### src/rtl/jtkicker_gfx_pkg.sv
// jtkicker_gfx_pkg: shared FSM encoding and port indices for the graphics ROM arbiter
package jtkicker_gfx_pkg;
  typedef enum logic [1:0] {IDLE = 2'd0, SETTLE = 2'd1, FETCH = 2'd2} state_t;
  localparam logic PORT_A = 1'b0;
  localparam logic PORT_B = 1'b1;
endpackage

### src/rtl/jtkicker_gfx_arb_if.sv
// jtkicker_gfx_arb_if: requester ports A/B and the SDRAM slot of the graphics ROM arbiter
interface jtkicker_gfx_arb_if #(parameter int AW = 13, parameter int DW = 32);
  logic          LHBL;
  logic [AW-1:0] a_addr, b_addr, rom_addr;
  logic          a_cs, a_ok, b_cs, b_ok, rom_cs, rom_ok;
  logic [DW-1:0] a_data, b_data, rom_data;
  modport slave (
    input  LHBL, a_addr, a_cs, b_addr, b_cs, rom_ok, rom_data,
    output a_ok, a_data, b_ok, b_data, rom_addr, rom_cs
  );
  modport master (
    output LHBL, a_addr, a_cs, b_addr, b_cs, rom_ok, rom_data,
    input  a_ok, a_data, b_ok, b_data, rom_addr, rom_cs
  );
endinterface

### src/rtl/jtkicker_gfx_cache.sv
// jtkicker_gfx_cache: one-entry tag/valid/data result cache for a single requester
module jtkicker_gfx_cache #(parameter int AW = 13, parameter int DW = 32) (
  input  logic          clk,
  input  logic          rst_n,
  input  logic [AW-1:0] addr,
  input  logic          cs,
  input  logic          fill,
  input  logic [AW-1:0] fill_addr,
  input  logic [DW-1:0] fill_data,
  output logic          ok,
  output logic          need,
  output logic [DW-1:0] data
);
  logic [AW-1:0] tag;
  logic          vld;
  logic          hit;
  always_ff @(posedge clk)
    if (!rst_n) begin
      tag  <= '0;
      vld  <= 1'b0;
      data <= '0;
    end else if (fill) begin
      tag  <= fill_addr;
      vld  <= 1'b1;
      data <= fill_data;
    end
  // ok follows the live address, so it drops in the same cycle the address moves
  assign hit  = vld && addr == tag;
  assign ok   = cs && hit;
  assign need = cs && !hit;
endmodule

### src/rtl/jtkicker_gfx_arb.sv
// jtkicker_gfx_arb: shares one SDRAM graphics ROM slot between object (A) and tile (B) fetchers
module jtkicker_gfx_arb
  import jtkicker_gfx_pkg::*;
#(
  parameter int AW   = 13,
  parameter int DW   = 32,
  parameter int FAIR = 1
) (
  input logic               clk,
  input logic               rst_n,
  jtkicker_gfx_arb_if.slave bus
);
  state_t        state, state_nxt;
  logic          gnt, gnt_nxt, ptr, ptr_nxt, cs_nxt;
  logic [AW-1:0] addr_nxt;
  logic          need_a, need_b, pick_b, fill;
  assign fill = state == FETCH && bus.rom_ok;
  jtkicker_gfx_cache #(.AW(AW), .DW(DW)) ca (
    .clk(clk), .rst_n(rst_n), .addr(bus.a_addr), .cs(bus.a_cs),
    .fill(fill && gnt == PORT_A), .fill_addr(bus.rom_addr), .fill_data(bus.rom_data),
    .ok(bus.a_ok), .need(need_a), .data(bus.a_data)
  );
  jtkicker_gfx_cache #(.AW(AW), .DW(DW)) cb (
    .clk(clk), .rst_n(rst_n), .addr(bus.b_addr), .cs(bus.b_cs),
    .fill(fill && gnt == PORT_B), .fill_addr(bus.rom_addr), .fill_data(bus.rom_data),
    .ok(bus.b_ok), .need(need_b), .data(bus.b_data)
  );
  // outside horizontal blank a tie goes to whichever port was not served last
  assign pick_b = need_b && (!need_a || (FAIR != 0 && bus.LHBL && ptr == PORT_B));
  always_comb begin
    state_nxt = state;
    gnt_nxt   = gnt;
    ptr_nxt   = ptr;
    cs_nxt    = bus.rom_cs;
    addr_nxt  = bus.rom_addr;
    case (state)
      IDLE:
        if (need_a || need_b) begin
          state_nxt = SETTLE;
          gnt_nxt   = pick_b;
          cs_nxt    = 1'b1;
          addr_nxt  = pick_b ? bus.b_addr : bus.a_addr;
        end
      SETTLE: state_nxt = FETCH;
      FETCH:
        if (bus.rom_ok) begin
          state_nxt = IDLE;
          cs_nxt    = 1'b0;
          ptr_nxt   = ~gnt;
        end
      default: state_nxt = IDLE;
    endcase
  end
  always_ff @(posedge clk)
    if (!rst_n) begin
      state        <= IDLE;
      gnt          <= PORT_A;
      ptr          <= PORT_A;
      bus.rom_cs   <= 1'b0;
      bus.rom_addr <= '0;
    end else begin
      state        <= state_nxt;
      gnt          <= gnt_nxt;
      ptr          <= ptr_nxt;
      bus.rom_cs   <= cs_nxt;
      bus.rom_addr <= addr_nxt;
    end
endmodule

### src/flat_wrapper.sv
// flat-port wrapper written by rule: the top's interface ports become plain ports
module jtkicker_gfx_arb_flat import jtkicker_gfx_pkg::*;
#(
  parameter int AW   = 13,
  parameter int DW   = 32,
  parameter int FAIR = 1
)
  (clk, rst_n, bus_LHBL, bus_a_addr, bus_a_cs, bus_b_addr, bus_b_cs, bus_rom_ok, bus_rom_data, bus_a_ok, bus_a_data, bus_b_ok, bus_b_data, bus_rom_addr, bus_rom_cs);
  jtkicker_gfx_arb_if #(.AW(AW), .DW(DW)) bus_i ();
  input logic clk;
  input logic rst_n;
  input wire logic [$bits(bus_i.LHBL)-1:0] bus_LHBL;
  input wire logic [$bits(bus_i.a_addr)-1:0] bus_a_addr;
  input wire logic [$bits(bus_i.a_cs)-1:0] bus_a_cs;
  input wire logic [$bits(bus_i.b_addr)-1:0] bus_b_addr;
  input wire logic [$bits(bus_i.b_cs)-1:0] bus_b_cs;
  input wire logic [$bits(bus_i.rom_ok)-1:0] bus_rom_ok;
  input wire logic [$bits(bus_i.rom_data)-1:0] bus_rom_data;
  output wire logic [$bits(bus_i.a_ok)-1:0] bus_a_ok;
  output wire logic [$bits(bus_i.a_data)-1:0] bus_a_data;
  output wire logic [$bits(bus_i.b_ok)-1:0] bus_b_ok;
  output wire logic [$bits(bus_i.b_data)-1:0] bus_b_data;
  output wire logic [$bits(bus_i.rom_addr)-1:0] bus_rom_addr;
  output wire logic [$bits(bus_i.rom_cs)-1:0] bus_rom_cs;
  assign bus_i.LHBL = bus_LHBL;
  assign bus_i.a_addr = bus_a_addr;
  assign bus_i.a_cs = bus_a_cs;
  assign bus_i.b_addr = bus_b_addr;
  assign bus_i.b_cs = bus_b_cs;
  assign bus_i.rom_ok = bus_rom_ok;
  assign bus_i.rom_data = bus_rom_data;
  assign bus_a_ok = bus_i.a_ok;
  assign bus_a_data = bus_i.a_data;
  assign bus_b_ok = bus_i.b_ok;
  assign bus_b_data = bus_i.b_data;
  assign bus_rom_addr = bus_i.rom_addr;
  assign bus_rom_cs = bus_i.rom_cs;
  jtkicker_gfx_arb #(.AW(AW), .DW(DW), .FAIR(FAIR)) u_core (.clk(clk), .rst_n(rst_n), .bus(bus_i));
endmodule
### config.mk
export PLATFORM = sky130hd
export DESIGN_NAME = jtkicker_gfx_arb_flat
export DESIGN_NICKNAME = d
export VERILOG_FILES = /design/src/rtl/jtkicker_gfx_pkg.sv /design/src/rtl/jtkicker_gfx_arb_if.sv /design/src/rtl/jtkicker_gfx_cache.sv /design/src/rtl/jtkicker_gfx_arb.sv /design/src/flat_wrapper.sv
export SDC_FILE = /design/constraint.sdc
export NUM_CORES = 1
export LEC_CHECK = 0
export CORE_MARGIN = 2
export CORE_UTILIZATION = 41
export CTS_CLUSTER_DIAMETER = 120
export DETAILED_ROUTE_END_ITERATION = 8
export GPL_ROUTABILITY_DRIVEN = 0
export PLACE_DENSITY = 0.81
export SYNTH_ARGS = -nofsm -noshare
export SYNTH_HDL_FRONTEND = slang
export SYNTH_SLANG_ARGS = --single-unit
### constraint.sdc
create_clock -name clk -period 1.6 [get_ports clk]
set_input_delay 0.32 -clock clk [delete_from_list [all_inputs] [get_ports clk]]
set_output_delay 0.32 -clock clk [all_outputs]
set_load 0.01 [all_outputs]
# After elaboration in Yosys (flattened, before gate mapping)
# Cells that the tools add are included.
# W data, S select, Z words.
[word_totals] reg_bits=110 inputBits=64 out_inout_bits=80 elab_cells=47
[op_classes] eq_ne=6 muxes=7 n_bitwise=1 reduce_logical=22
[ops] cell="$eq A13 B13 Y1" count=2
[ops] cell="$mux W13" count=1
[ops] cell="$logic_and A1 B1 Y1" count=11
[ops] cell="$pmux W2 S3" count=1
[ops] cell="$reduce_and A2 Y1" count=3
[ops] cell="$mux W2" count=2
[ops] cell="$logic_not A1 Y1" count=3
[ops] cell="$reduce_and A3 Y1" count=1
[ops] cell="$eq A2 B1 Y1 const B" count=1
[ops] cell="$eq A2 B2 Y1 const B" count=1
[ops] cell="$logic_not A2 Y1" count=1
[ops] cell="$logic_or A1 B1 Y1" count=2
[ops] cell="$mux W1" count=2
[ops] cell="$ne A2 B1 Y1 const B" count=1
[ops] cell="$ne A2 B2 Y1 const B" count=1
[ops] cell="$pmux W1 S2" count=1
[ops] cell="$reduce_bool A2 Y1" count=1
[ops] cell="$not A1 Y1" count=1

# Logic depth before layout (Yosys ltp)
# Gate-level depths: netlist (run 1).
[depth] ltp_word=8 mapped_depth=7

# Hierarchy
# From an unflattened synthesis (run 1), not the netlist that was laid out.
[unflattened] hier_cells=435 hier_area_um2=4710.8
[by_module_without_submodules] mod="jtkicker_gfx_cache" n_inst=2 cells_per_inst=167 area_each_um2=1878.1 seq_area_each_um2=920.9
[by_module_without_submodules] mod="jtkicker_gfx_arb" n_inst=1 cells_per_inst=101 area_each_um2=954.7 seq_area_each_um2=360.3

# Worst setup path after synthesis (run 1)
# OpenSTA, ideal clock, no wires.
[synth_timing] kind="register to register" startpoint="register u_core.ca.tag[4]" endpoint="register u_core.bus.rom_addr[10]" arrival_ns=1.510 required_time_ns=1.478 slack_ns=-0.032 stages_incl_launch_ff=8 period_less_slack_ns=1.632 path_cell_list="dfxtp_1 xnor2_1 nand4_1 o41ai_2 nand2_2 buf_2 o21ai_0 a21oi_1"
[synth_between] elab_chain_len=8 elab_cells_between_ends=10 classes_between="eq/ne (1); mux (1); reduce/logical (8)"
[synth_lines] item="start, declared" line_no="jtkicker_gfx_cache.sv:14" text="logic [AW-1:0] tag;"
[synth_lines] item="start signal, assigned" line_no="jtkicker_gfx_cache.sv:23" text="tag <= fill_addr;"
[synth_lines] item="$eq A13 B13 Y1 (*)" line_no="jtkicker_gfx_cache.sv:28" text="assign hit = vld && addr == tag;"
[synth_lines] item="$logic_and A1 B1 Y1 (*)" line_no="jtkicker_gfx_cache.sv:28"
[synth_lines] item="$logic_not A1 Y1 (*)" line_no="jtkicker_gfx_cache.sv:30" text="assign need = cs && !hit;"
[synth_lines] item="$logic_and A1 B1 Y1 (*)" line_no="jtkicker_gfx_cache.sv:30"
[synth_lines] item="$logic_not A1 Y1" line_no="jtkicker_gfx_arb.sv:29" text="assign pick_b = need_b && (!need_a || (FAIR != 0 && bus.LHBL && ptr == PORT_B));"
[synth_lines] item="$logic_or A1 B1 Y1" line_no="jtkicker_gfx_arb.sv:29"
[synth_lines] item="$logic_and A1 B1 Y1" line_no="jtkicker_gfx_arb.sv:29"
[synth_lines] item="$mux W13" line_no="jtkicker_gfx_arb.sv:42" text="addr_nxt = pick_b ? bus.b_addr : bus.a_addr;"
[synth_lines] item="end signal, assigned" line_no="jtkicker_gfx_arb.sv:66" text="bus.rom_addr <= addr_nxt;"
[synth_lines] item="end, declared" line_no="jtkicker_gfx_arb_if.sv:9" text="output a_ok, a_data, b_ok, b_data, rom_addr, rom_cs"
# Mark *: on every way between the ends. The rest lies on a longest branch, timed or not.
# A chain may end at the register's enable or synchronous reset.

# Worst setup path in the final report (run 1)
[layout_timing] startpoint="register u_core.ca.tag[4]" endpoint="output port bus_a_ok"
[layout_between] elab_chain_len=3
[layout_lines] item="$eq A13 B13 Y1" line_no="jtkicker_gfx_cache.sv:28"
[layout_lines] item="$logic_and A1 B1 Y1" line_no="jtkicker_gfx_cache.sv:28"
[layout_lines] item="$logic_and A1 B1 Y1" line_no="jtkicker_gfx_cache.sv:29" text="assign ok = cs && hit;"
[layout_lines] item="end, declared" line_no="flat_wrapper.sv:19" text="output wire logic [$bits(bus_i.a_ok)-1:0] bus_a_ok;"
# Every way passes these cells.

==> results of run 1 <==
[layer usage]
layer,GRT usage [%],up-vias
li1,-,2054
met1,26.4,2050
met2,38.8,171
met3,7.05,34
met4,7.99,0
met5,0,-
[power by group through the flow]
stage / combinational [W] / clock (W) / sequential (W)
after floorplan: 0.000274 / 0 / 0.00297
after global placement: 0.000744 / 0 / 0.00294
after detailed placement: 0.000754 / 0 / 0.00295
after CTS: 0.000782 / 0.00158 / 0.00290
after global routing: 0.000896 / 0.00169 / 0.00292
final: 0.000845 / 0.00155 / 0.00291
[cells by family (layout without fill, tap and decap cells)]
group / after synthesis / count (layout) / share of synthesized area (%)
other: 0 / 3 / 0
multiplexers: 15 / 15 / 3.64
XOR/XNOR: 26 / 26 / 5.34
buffers and inverters: 34 / 190 / 3.23
AO/OA/AOI/OAI: 122 / 122 / 14.9
flip-flops: 110 / 110 / 51.7
AND/OR/NAND/NOR: 221 / 221 / 21.2
[final cells by class]
type / instances / share of cell area (%)
antenna: 3 / 0.112
clock buffer: 12 / 2.17
clock inverter: 4 / 0.449
inverter: 2 / 0.112
multi-input combinational: 384 / 33.6
sequential: 110 / 33.3
tap: 136 / 2.54
timing repair buffer: 172 / 27.7
[how the worst max path moves through the flow]
stage / from / to / slack, ns / depth (start not counted)
finish: u_core.ca.tag[4] / bus_a_ok / -0.40 / 5
global route: u_core.ca.tag[11] / bus_a_ok / -0.52 / 5
CTS: u_core.ca.tag[3] / bus_a_ok / -0.36 / 5
detailed placement: bus_a_addr[4] / bus_a_ok / -0.97 / 6
global placement: bus_a_addr[4] / bus_a_ok / -0.98 / 6
floorplan: u_core.ca.tag[11] / u_core.bus.rom_addr[10] / 0.01 / 7
[state kept, by name, indices dropped and copies added, names as in the netlist]
name	cells
u_core.bus.rom_addr	13
u_core.bus.rom_cs	1
u_core.ca.data	32
u_core.ca.tag	13
u_core.ca.vld	1
u_core.cb.data	32
u_core.cb.tag	13
u_core.cb.vld	1
u_core.gnt	1
u_core.ptr	1
u_core.state	2
[cells in the mapped netlist]
library cell / count / area [um2]
inv_1: 1 / 3.75
nand4_1: 10 / 62.6
dfxtp_1: 110 / 2200
nand2_1: 187 / 702
mux2_4: 1 / 15.0
o211ai_2: 1 / 12.5
buf_6: 1 / 11.3
buf_2: 2 / 10.0
nor4_1: 1 / 6.26
mux2i_1: 14 / 140
xnor2_1: 26 / 228
or2_2: 1 / 6.26
inv_2: 1 / 3.75
nor2_2: 1 / 6.26
a21oi_1: 106 / 531
nand2_2: 1 / 6.26
nor2_1: 10 / 37.5
a41o_1: 1 / 10.0
and4_1: 3 / 26.3
clkbuf_1: 29 / 109
nand3b_1: 1 / 7.51
o41ai_2: 1 / 16.3
nor4_2: 1 / 12.5
nand2b_1: 1 / 6.26
o21ai_0: 13 / 65.1
and2_1: 4 / 25.0
[per-stage QoR]
stage                     instance area (um2)  worst slack (ns)  cells  util (%)
final                                    6690            -0.403    823      65.7
after global routing                     6690            -0.523    822      65.7
after CTS                                6430            -0.363    819      63.1
after detailed placement                 6060            -0.968    800      59.5
after global placement                   6060            -0.981    800      59.5
after floorplan                          4280           0.00952    528         -
[timing repair]
action | 4_1_cts | 5_1_grt
resized for setup | 115 | 80
gates cloned | 2 | 1
endpoints found under the hold margin | 0 | 0
setup endpoints to repair | 38 | 71
buffers inserted | 2 | 1
pin swaps | 23 | 16
[tightest hold or removal path: stages]
cell,delay [ns]
dlymetal6s2s_1,0.16
mux2i_1,0.14
a21oi_1,0.08
==> key figures, run 1 <==
Clock tree
  • Hold buffers post-CTS: 0
  • Worst-case clock buffer depth: 2
  • Clk sink count: 110
  • CTS tree: done
  • Number of buffers created by CTS: 9
  • Clock transition at the registers of the reported paths: around 0.11 ns
  • Skew-Pair Late Insertion Delay: approximately 0.37 ns
  • CTS H-tree lvls: 3
  • CTS Root Cell: clkbuf_8

Pwr
  • Comb pwr share: approximately 16%
  • Tot Pwr: approximately 0.0053 W
  • Pleak: 3.38 nW
  • Worst VDD drop: approximately 0.44 mV
  • Sw Share: between 20% and 30%
  • Pint: 0.00387 W
  • Clk pwr share: between 20% and 30%
  • PwrDens: about 800 nW/um2
  • Sw power: around 0.0014 W
  • Register share of total power: 54.9%

Synthesis
  • Mean Syn Cell Area: approximately 8.1 um2
  • Sequential area share after synthesis: between 50% and 60%
  • Post-Syn Instances: 528
  • Synth Register Bits: 110
  • Synthesized area: around 4300 um2
  • Mapped Nets: a little under 600
  • Netlist cell types: 26
  • Synth warnings: 0

STA
  • RSZ-0062 raised after global routing: true
  • Slew Limit Fails: 0
  • Final Critical Period: between 2 and 2.5 ns
  • Fin Setup TNS: -4.71 ns
  • Slew Limit Headroom: around three quarters
  • Post-route clock period utilization: 125%
  • Tightest Pin Transition: approximately 0.35 ns
  • PnR worst setup slack: -0.403 ns
  • Hold WS: 0.374 ns
  • Skew final: approximately 0.019 ns
  • Max Fclk: between 400 and 500 MHz
  • Hold Vio Cnt, Final: 0
  • Setup violations, final: 17

Critical path
  • FF-to-FF setup slack: -0.32 ns
  • Worst R2R Start: u_core.ca.tag[4]
  • Slowest CP cell: dfxtp_2
  • Register-to-Register Path Depth: 8
  • Max stage delay on crit path: around 0.35 ns
  • CP required: 1.28 ns
  • Worst Path Arrival: ~1.7 ns
  • Crit-path cells: xnor2_2 -> nand4_1 -> nor4_4 -> and2_1 -> buf_2
  • CP delay by family, top: simple AND/OR/NAND/NOR gates
  • Worst-path maximum fanout: 2
  • Critical Setup Path Class: reg -> out
  • CP Launch Type: flop
  • Reg2Reg Capture Point: u_core.bus.rom_addr[3]
  • CP bufs+invs: 1
  • Critical Path End Type: output port

Layout
  • Fillers: 850
  • Most frequent cells in the layout: 187 x nand2_1, 101 x a21oi_1, 91 x dfxtp_1
  • Most common cell after layout, fill and taps aside: nand2_1
  • Register area: 2230 um2
  • Area occupied by multi-input gates: about 2300 um2
  • Final #Nets: about 740
  • Layout cells sized above 1: 17.4%
  • Area Growth Syn to Fin: 57.0%

Drt
  • Post-route ant nets: 0
  • WL/cell: roughly 16 um
  • DRC violations left: 0
  • Wire length on met2: around 7000 um
  • Highest metal layer with signal wires: met4
  • Met3 wire length: between 1000 and 1500 um
  • First-pass DRT Iterations: 4
  • Detailed-route wire length: approximately 14000 um
  • DR vias/cell: around 5.2
  • Iter 0 DRT Violations: between 200 and 300
  • Met1 wire length: 5320 um
  • Via count: 4309

Floorplan
  • Die ar.: between 10000 and 15000 um2
  • Row cnt: 37
  • CORE AREA: 10200 um2
  • Starting Density: between 40% and 50%
  • Die X: 106 um
  • I/O pin count: between 100 and 150
  • Die H: 106 um

Flow run
  • Max-cap viol count: 0

Outcome
  • Failing checks: negative setup slack
  • Status: finished, violations left

Global route
  • Initial antenna violation count: 3
  • First-pass GRT wire length: ~20000 um
  • Pin count of the biggest net entering global routing: 56
  • GRT Residual Overflow: 0
  • Vias in the first global route: approximately 4200
  • Overall routing resource usage: about 23%

Worst hold path
  • Hold Crit Depth: 3
  • Hold worst-path end: u_core.bus.rom_addr[12]
  • Hold WC Path Type: in -> reg
  • Hold path start: bus_a_addr[12]

Placed design
  • Port buffer count: between 100 and 150
  • HPWL Detailed: approximately 8700 um
Note: power is estimated with default switching activity, not from simulation.
==> inputs of run 2 (changes only) <==
CORE_ASPECT_RATIO = 0.9   (was unset)
CORE_UTILIZATION = 59   (was 41)
CTS_BUF_LIST = sky130_fd_sc_hd__clkbuf_4 sky130_fd_sc_hd__clkbuf_8   (was unset)
DONT_BUFFER_PORTS = 1   (was unset)
PLACE_DENSITY = 0.83   (was 0.81)
==> run 2 against run 1 <==
Compared with the run above: the run still ends with negative setup slack left; count of clock-buffer cells in the layout fell by 1; register-to-register slack gained 0.09 ns; clock power up 35%; largest power group unchanged; worst hold slack worse by 0.29 ns; worst setup slack worse by 0.0095 ns; highest routed layer unchanged; wire length is 17% lower; critical path depth stayed put; largest cell class is now registers; critical endpoint unchanged.
==> key figures, run 2 (synthesized netlist as in run 1, its figures left out) <==
Layout
  • Final Util: 70.8% (was 65.7%)
  • Final std cells w/o fill: 625 (was 823)
  • Most common cell after layout, fill and taps aside: nand2_1 (unchanged)
  • Biggest regs: u_core.ca.data (32), u_core.cb.data (32) (unchanged)
  • # diodes: 0 (was 3)
  • Area Growth Syn to Fin: 17.0% (was 57.0%)
  • Layout cells sized above 1: 16.7% (was 17.4%)
  • Final #Nets: 592 (was 743)
  • Most frequent cells in the layout: 187 x nand2_1, 105 x a21oi_1, 95 x dfxtp_1 (was 187 x nand2_1, 101 x a21oi_1, 91 x dfxtp_1)

Drt
  • Post-route ant nets: 0 (unchanged)
  • Detailed-route wire length: 11200 um (was 13500 um)
  • First-pass DRT Iterations: 5 (was 4)
  • WL/cell: 17.9 um (was 16.5 um)
  • DRC violations left: 0 (unchanged)
  • DR vias/cell: 5.88 (was 5.24)
  • Via count: 3673 (was 4309)
  • Iter 0 DRT Violations: 186 (was 264)

Placed design
  • Setup WS pre-CTS: -0.233 ns (was -0.968 ns)
  • HPWL Detailed: 7370 um (was 8720 um)
  • Cells after DPL: 604 (was 800)
  • Port buffer count: 0 (was 143)

Worst hold path
  • Hold Crit Depth: 2 (was 3)
  • Hold path start: bus_rom_data[30] (was bus_a_addr[12])
  • Hold WC Path Type: in -> reg (unchanged)
  • Hold worst-path end: u_core.cb.data[30] (was u_core.bus.rom_addr[12])

STA
  • Skew final: 0.0122 ns (was 0.0189 ns)
  • Max Fclk: 497 MHz (was 499 MHz)
  • Fin Setup TNS: -3.63 ns (was -4.71 ns)
  • Hold Vio Cnt, Final: 0 (unchanged)
  • Slew Limit Headroom: 66.6% (was 76.9%)
  • Slew Limit Fails: 0 (unchanged)
  • Final Critical Period: 2.01 ns (was 2.00 ns)
  • Post-route clock period utilization: 126% (was 125%)
  • PnR worst setup slack: -0.412 ns (was -0.403 ns)
  • Tightest Pin Transition: 0.501 ns (was 0.345 ns)
  • Setup violations, final: 17 (unchanged)
  • RSZ-0062 raised after global routing: true (unchanged)

Clock tree
  • Number of buffers created by CTS: 9 (unchanged)
  • CTS tree: done (unchanged)
  • CTS H-tree lvls: 3 (unchanged)
  • Skew-Pair Late Insertion Delay: 0.36 ns (was 0.37 ns)
  • CTS Root Cell: clkbuf_8 (unchanged)
  • Hold buffers post-CTS: 0 (unchanged)
  • Clock transition at the registers of the reported paths: 0.10 ns (was 0.11 ns)
  • Clk sink count: 110 (unchanged)
  • Worst-case clock buffer depth: 2 (unchanged)

Global route
  • Initial antenna violation count: 0 (was 3)
  • First-pass GRT wire length: 17500 um (was 20200 um)
  • GRT Residual Overflow: 0 (unchanged)
  • Pin count of the biggest net entering global routing: 50 (was 56)
  • Vias in the first global route: 3791 (was 4190)
  • Overall routing resource usage: 28.2% (was 22.5%)

Critical path
  • Reg2Reg Capture Point: u_core.bus.rom_addr[4] (was u_core.bus.rom_addr[3])
  • CP Launch Type: flop (unchanged)
  • FF-to-FF setup slack: -0.23 ns (was -0.32 ns)
  • Worst R2R Start: u_core.ca.tag[10] (was u_core.ca.tag[4])
  • Critical Path End Type: output port (unchanged)
  • Critical Setup Path Class: reg -> out (unchanged)
  • Worst-path maximum fanout: 2 (unchanged)
  • Worst Path Arrival: 1.69 ns (was 1.68 ns)
  • Register-to-Register Path Depth: 8 (unchanged)
  • CP required: 1.28 ns (about the same)

Pwr
  • Pleak: 1.72 nW (was 3.38 nW)
  • PwrDens: 1100 nW/um2 (was 792 nW/um2)
  • Worst VDD drop: 0.709 mV (was 0.439 mV)

Floorplan
  • Starting Density: 60.5% (was 41.8%)
  • Die ar.: 7920 um2 (was 11200 um2)
  • CORE AREA: 7040 um2 (was 10200 um2)
  • Row cnt: 29 (was 37)
  • Die H: 84.6 um (was 106 um)
  • Die X: 93.6 um (was 106 um)
  • I/O pin count: 144 (unchanged)

Outcome
  • Failing checks: negative setup slack (unchanged)
  • Status: finished, violations left (unchanged)

Flow run
  • Max-cap viol count: 0 (unchanged)
==> run 2: cell types whose count changed in the layout (fill, tap and decap cells not counted), sizes merged, moves of 2 or more <==
cell	previous run	this run
buf	31	21
bufinv	0	4
dlygate4sd2	42	0
clkinv	2	0
dlymetal6s2s	54	0
clkdlybuf4s50	45	0
diode	3	0
==> run 2: how the worst max path moves through the flow <==
stage,startpoint,endpoint
after floorplan,u_core.ca.tag[11],u_core.bus.rom_addr[10]
after global placement,u_core.ca.tag[12],u_core.bus.rom_addr[12]
after detailed placement,u_core.ca.tag[12],u_core.bus.rom_addr[11]
after CTS,u_core.ca.tag[12],bus_a_ok
after global routing,u_core.ca.tag[9],bus_a_ok
final,u_core.ca.tag[10],bus_a_ok
==> run 2: layout make-up <==
cell class / count / area (um2)
clock inverter: 4 / 120
inverter: 2 / 7.51
clock buffer: 11 / 139
timing repair buffer: 21 / 211
multi-input combinational: 384 / 2170
tap: 93 / 116
sequential: 110 / 2220
fill: 530 / 2050
==> run 2: routing by layer <==
layer | GRT usage (%) | vias up | part of all wire (%)
met1 | 30.0 | 1708 | 38
li1 | - | 1743 | -
met3 | 12.9 | 30 | 11
met2 | 48.3 | 192 | 49
met5 | 0 | - | 0
met4 | 12.0 | 0 | 2.5
==> run 2: per-stage QoR <==
stage          hold WS (ns)  cell area [um2]  power (W)
2_1_floorplan         0.437             4280    0.00324
3_3_place_gp          0.448             4420    0.00334
3_5_place_dp          0.460             4420    0.00335
4_1_cts              0.0652             4900    0.00546
5_1_grt              0.0547             4980    0.00565
6_report             0.0790             4980    0.00547
==> run 2: critical path, stage by stage, from the launching register on <==
cell	delay (ns)
dfxtp_2	0.35
xnor2_2	0.23
nand4_1	0.17
nor4_2	0.28
buf_4	0.16
and2_4	0.14
==> run 2: power by group <==
group	switching [W]	internal, W
combinational	0.000239	0.000192
clock	0.000877	0.00123
sequential	0.000117	0.00282
==> run 2: repair_timing <==
action | CTS | global route
resized for setup | 42 | 15
gates cloned | 1 | 0
buffers inserted | 6 | 2
pin swaps | 24 | 14
setup endpoints to repair | 17 | 17
==> inputs of run 3 (changes only) <==
ABC_AREA = 1   (was unset)
PLACE_DENSITY = unset   (was 0.83)
PLACE_DENSITY_LB_ADDON = 0.2   (was unset)
SKIP_CTS_REPAIR_TIMING = 1   (was unset)
==> run 3 against run 2 <==
Compared with the run above: the flow still finishes with violations (negative setup slack); sequential power rose by 3%; via count grew 16%; design area rose by 9.9%.
==> key figures, run 3 <==
Outcome
  • Status: finished, violations left (unchanged)
  • Failing checks: negative setup slack (unchanged)

Critical path
  • CP delay by family, top: simple AND/OR/NAND/NOR gates (unchanged)
  • Register-to-Register Path Depth: 14 (was 8)
  • Crit-path cells: nand2_1 -> nand2_1 -> nor2_1 -> nand2_1 -> nor2_2 -> nand2_4 -> nor2_4 (was xnor2_2 -> nand4_1 -> nor4_2 -> buf_4 -> and2_4)
  • CP required: 1.28 ns (about the same)
  • Crit path depth: 7 (was 5)
  • Crit path capture: bus_a_ok (unchanged)
  • Critical Setup Path Class: reg -> out (unchanged)
  • Slowest CP cell: dfxtp_2 (unchanged)
  • Worst Path Arrival: 1.49 ns (was 1.69 ns)
  • Crit path from: u_core.ca.tag[12] (was u_core.ca.tag[10])
  • Reg2Reg Capture Point: u_core.bus.rom_addr[2] (was u_core.bus.rom_addr[4])
  • Max stage delay on crit path: 0.35 ns (about the same)
  • Worst R2R Start: u_core.ca.tag[12] (was u_core.ca.tag[10])
  • CP bufs+invs: 0 (was 1)
  • CP dominant cell by count: nand2_1
  • Worst-path maximum fanout: 3 (was 2)
  • FF-to-FF setup slack: -0.16 ns (was -0.23 ns)
  • CP Launch Type: flop (unchanged)
  • Critical Path End Type: output port (unchanged)

Layout
  • Most frequent cells in the layout: 158 x nor2_1, 96 x nand2_1, 94 x dfxtp_1 (was 187 x nand2_1, 105 x a21oi_1, 95 x dfxtp_1)
  • # diodes: 0 (unchanged)
  • Final #Nets: 748 (was 592)
  • Area Growth Syn to Fin: 14.6% (was 17.0%)
  • Layout cells sized above 1: 20.5% (was 16.7%)
  • Most common cell after layout, fill and taps aside: nor2_1 (was nand2_1)
  • Biggest regs: u_core.ca.data (32), u_core.cb.data (32) (unchanged)
  • Final Util: 68.9% (was 70.8%)

Global route
  • Initial antenna violation count: 0 (unchanged)
  • Vias in the first global route: 3894 (was 3791)
  • GRT Residual Overflow: 0 (unchanged)
  • Pin count of the biggest net entering global routing: 107 (was 50)
  • Overall routing resource usage: 26.5% (was 28.2%)
  • First-pass GRT wire length: 18700 um (was 17500 um)

Synthesis
  • Netlist cell types: 25 (was 26)
  • Mapped Nets: 742 (was 592)
  • Post-synth EDFFs: 0 (unchanged)
  • Synthesized area: 4780 um2 (was 4260 um2)
  • Synth area leaders: dfxtp_1 46%, nor2_1 13%, o21ai_0 9.6% (was dfxtp_1 52%, nand2_1 16%, a21oi_1 12%)
  • Post-Syn Instances: 678 (was 528)
  • Sequential area share after synthesis: 46.0% (was 51.7%)
  • Most frequent cell after synthesis: nor2_1 (was nand2_1)
  • Synth warnings: 0 (unchanged)
  • Post-synth top area cell: dfxtp_1 (unchanged)
  • Synth top cells by count: 169 x nor2_1, 110 x dfxtp_1, 105 x nand2_1, 92 x o21ai_0, 65 x inv_1 (was 187 x nand2_1, 110 x dfxtp_1, 106 x a21oi_1, 29 x clkbuf_1, 26 x xnor2_1)
  • Asr flop ratio synth: 0% (unchanged)
  • Primary FF master, synth: dfxtp_1 (unchanged)
  • Synth Register Bits: 110 (unchanged)
  • Mean Syn Cell Area: 7.06 um2 (was 8.07 um2)
  • Area share of the largest cell type after synthesis: 46.0% (was 51.7%)

Flow run
  • Max-cap viol count: 0 (unchanged)

Drt
  • Met1 wire length: 4800 um (was 4230 um)
  • Highest metal layer with signal wires: met4 (unchanged)
  • Detailed-route wire length: 12400 um (was 11200 um)
  • Met3 wire length: 1170 um (was 1220 um)
  • Iter 0 DRT Violations: 233 (was 186)
  • WL/cell: 15.7 um (was 17.9 um)
  • DRC violations left: 0 (unchanged)
  • Wire length on met2: 6160 um (was 5480 um)
  • Via count: 4251 (was 3673)
  • First-pass DRT Iterations: 5 (unchanged)
  • Post-route ant nets: 0 (unchanged)
  • DR vias/cell: 5.39 (was 5.88)

Clock tree
  • CTS Root Cell: clkbuf_8 (unchanged)
  • Worst-case clock buffer depth: 2 (unchanged)
  • Skew-Pair Late Insertion Delay: 0.38 ns (was 0.36 ns)
  • Clk sink count: 110 (unchanged)
  • Number of buffers created by CTS: 9 (unchanged)
  • CTS H-tree lvls: 3 (unchanged)
  • Clock transition at the registers of the reported paths: 0.10 ns (about the same)
  • CTS tree: done (unchanged)

STA
  • Post-route clock period utilization: 113% (was 126%)
  • RSZ-0062 raised after global routing: true (unchanged)
  • Setup violations, final: 18 (was 17)
  • Max Fclk: 551 MHz (was 497 MHz)
  • Tightest Pin Transition: 0.266 ns (was 0.501 ns)
  • Fin Setup TNS: -2.25 ns (was -3.63 ns)
  • PnR worst setup slack: -0.215 ns (was -0.412 ns)
  • Slew Limit Fails: 0 (unchanged)
  • Skew final: 0.00916 ns (was 0.0122 ns)
  • Final Critical Period: 1.81 ns (was 2.01 ns)
  • Hold Vio Cnt, Final: 0 (unchanged)
  • Slew Limit Headroom: 82.2% (was 66.6%)

Pwr
  • Pint: 0.00397 W (was 0.00424 W)
  • Sw power: 0.00159 W (was 0.00123 W)
  • Pleak: 2.50 nW (was 1.72 nW)
  • Comb pwr share: 14.0% (was 7.9%)
  • Clk pwr share: 31.3% (was 38.4%)
  • Sw Share: 28.6% (was 22.5%)
  • Register share of total power: 54.7% (was 53.7%)
  • Tot Pwr: 0.00556 W (was 0.00547 W)
  • Worst VDD drop: 0.681 mV (was 0.709 mV)
  • PwrDens: 1020 nW/um2 (was 1100 nW/um2)

Placed design
  • HPWL Detailed: 8130 um (was 7370 um)
  • Port buffer count: 0 (unchanged)
  • Setup WS pre-CTS: -0.0339 ns (was -0.233 ns)

Floorplan
  • Starting Density: 60.2% (was 60.5%)
  • I/O pin count: 144 (unchanged)
  • CORE AREA: 7950 um2 (was 7040 um2)
  • Die ar.: 8840 um2 (was 7920 um2)
  • Row cnt: 31 (was 29)
  • Die H: 89.4 um (was 84.6 um)
  • Die X: 98.9 um (was 93.6 um)

Worst hold path
  • Hold WC Path Type: in -> reg (unchanged)
  • Hold path start: rst_n (was bus_rom_data[30])
==> run 3: cell count changes after synthesis, sizes merged, moves of 8 or more <==
cell	before	now
a21oi	106	44
nand4	10	0
nand2	188	126
buf	3	11
xnor2	26	0
mux2i	14	0
nand3	0	16
nor2	11	182
inv	2	68
o21ai	13	92
==> run 3: power by group through the flow <==
stage          Sequential (W)  Combinational (W)  Clock [W]
2_1_floorplan         0.00306           0.000531          0
3_3_place_gp          0.00310           0.000657          0
3_5_place_dp          0.00310           0.000679          0
4_1_cts               0.00304           0.000681    0.00176
5_1_grt               0.00306           0.000870    0.00186
6_report              0.00304           0.000777    0.00174
==> run 3: per-stage QoR <==
step	cell area [um2]	cells	hold slack (ns)
after floorplan	4780	678	0.434
after global placement	5000	763	0.442
after detailed placement	5000	763	0.448
after CTS	5200	779	0.0558
after global routing	5480	788	0.0575
final	5480	788	0.0689
==> run 3: cell type report <==
type                       instances  area, um2
clock inverter                     7       77.6
clock buffer                       9        124
fill                             664       2470
tap                               99        124
inverter                          68        255
multi-input combinational        465       2250
sequential                       110       2220
timing repair buffer              30        425
==> run 3: worst min path at each step <==
stage                              endpoint  cells past startpoint  slack, ns
finish                   u_core.ca.data[16]                      2       0.07
global route             u_core.ca.data[15]                      2       0.06
CTS                 u_core.bus.rom_addr[10]                      2       0.06
detailed placement            u_core.cb.vld                      1       0.45
global placement              u_core.cb.vld                      1       0.44
floorplan                     u_core.cb.vld                      1       0.43
==> run 3: per-layer routing <==
| metal | track usage [%] | vias to the layer above |
|---|---|---|
| met5 | 0 | - |
| met2 | 45.2 | 173 |
| li1 | - | 2109 |
| met4 | 10.5 | 0 |
| met1 | 31.2 | 1946 |
| met3 | 9.07 | 23 |
==> run 3: cells by family (layout without fill, tap and decap cells) <==
logic type      after synthesis  count (layout)  share of synthesized area [%]
simple gates                328             328                           29.3
compound gates              137             137                           15.2
flops                       110             110                           46.0
buf+inv                     103             114                           9.39
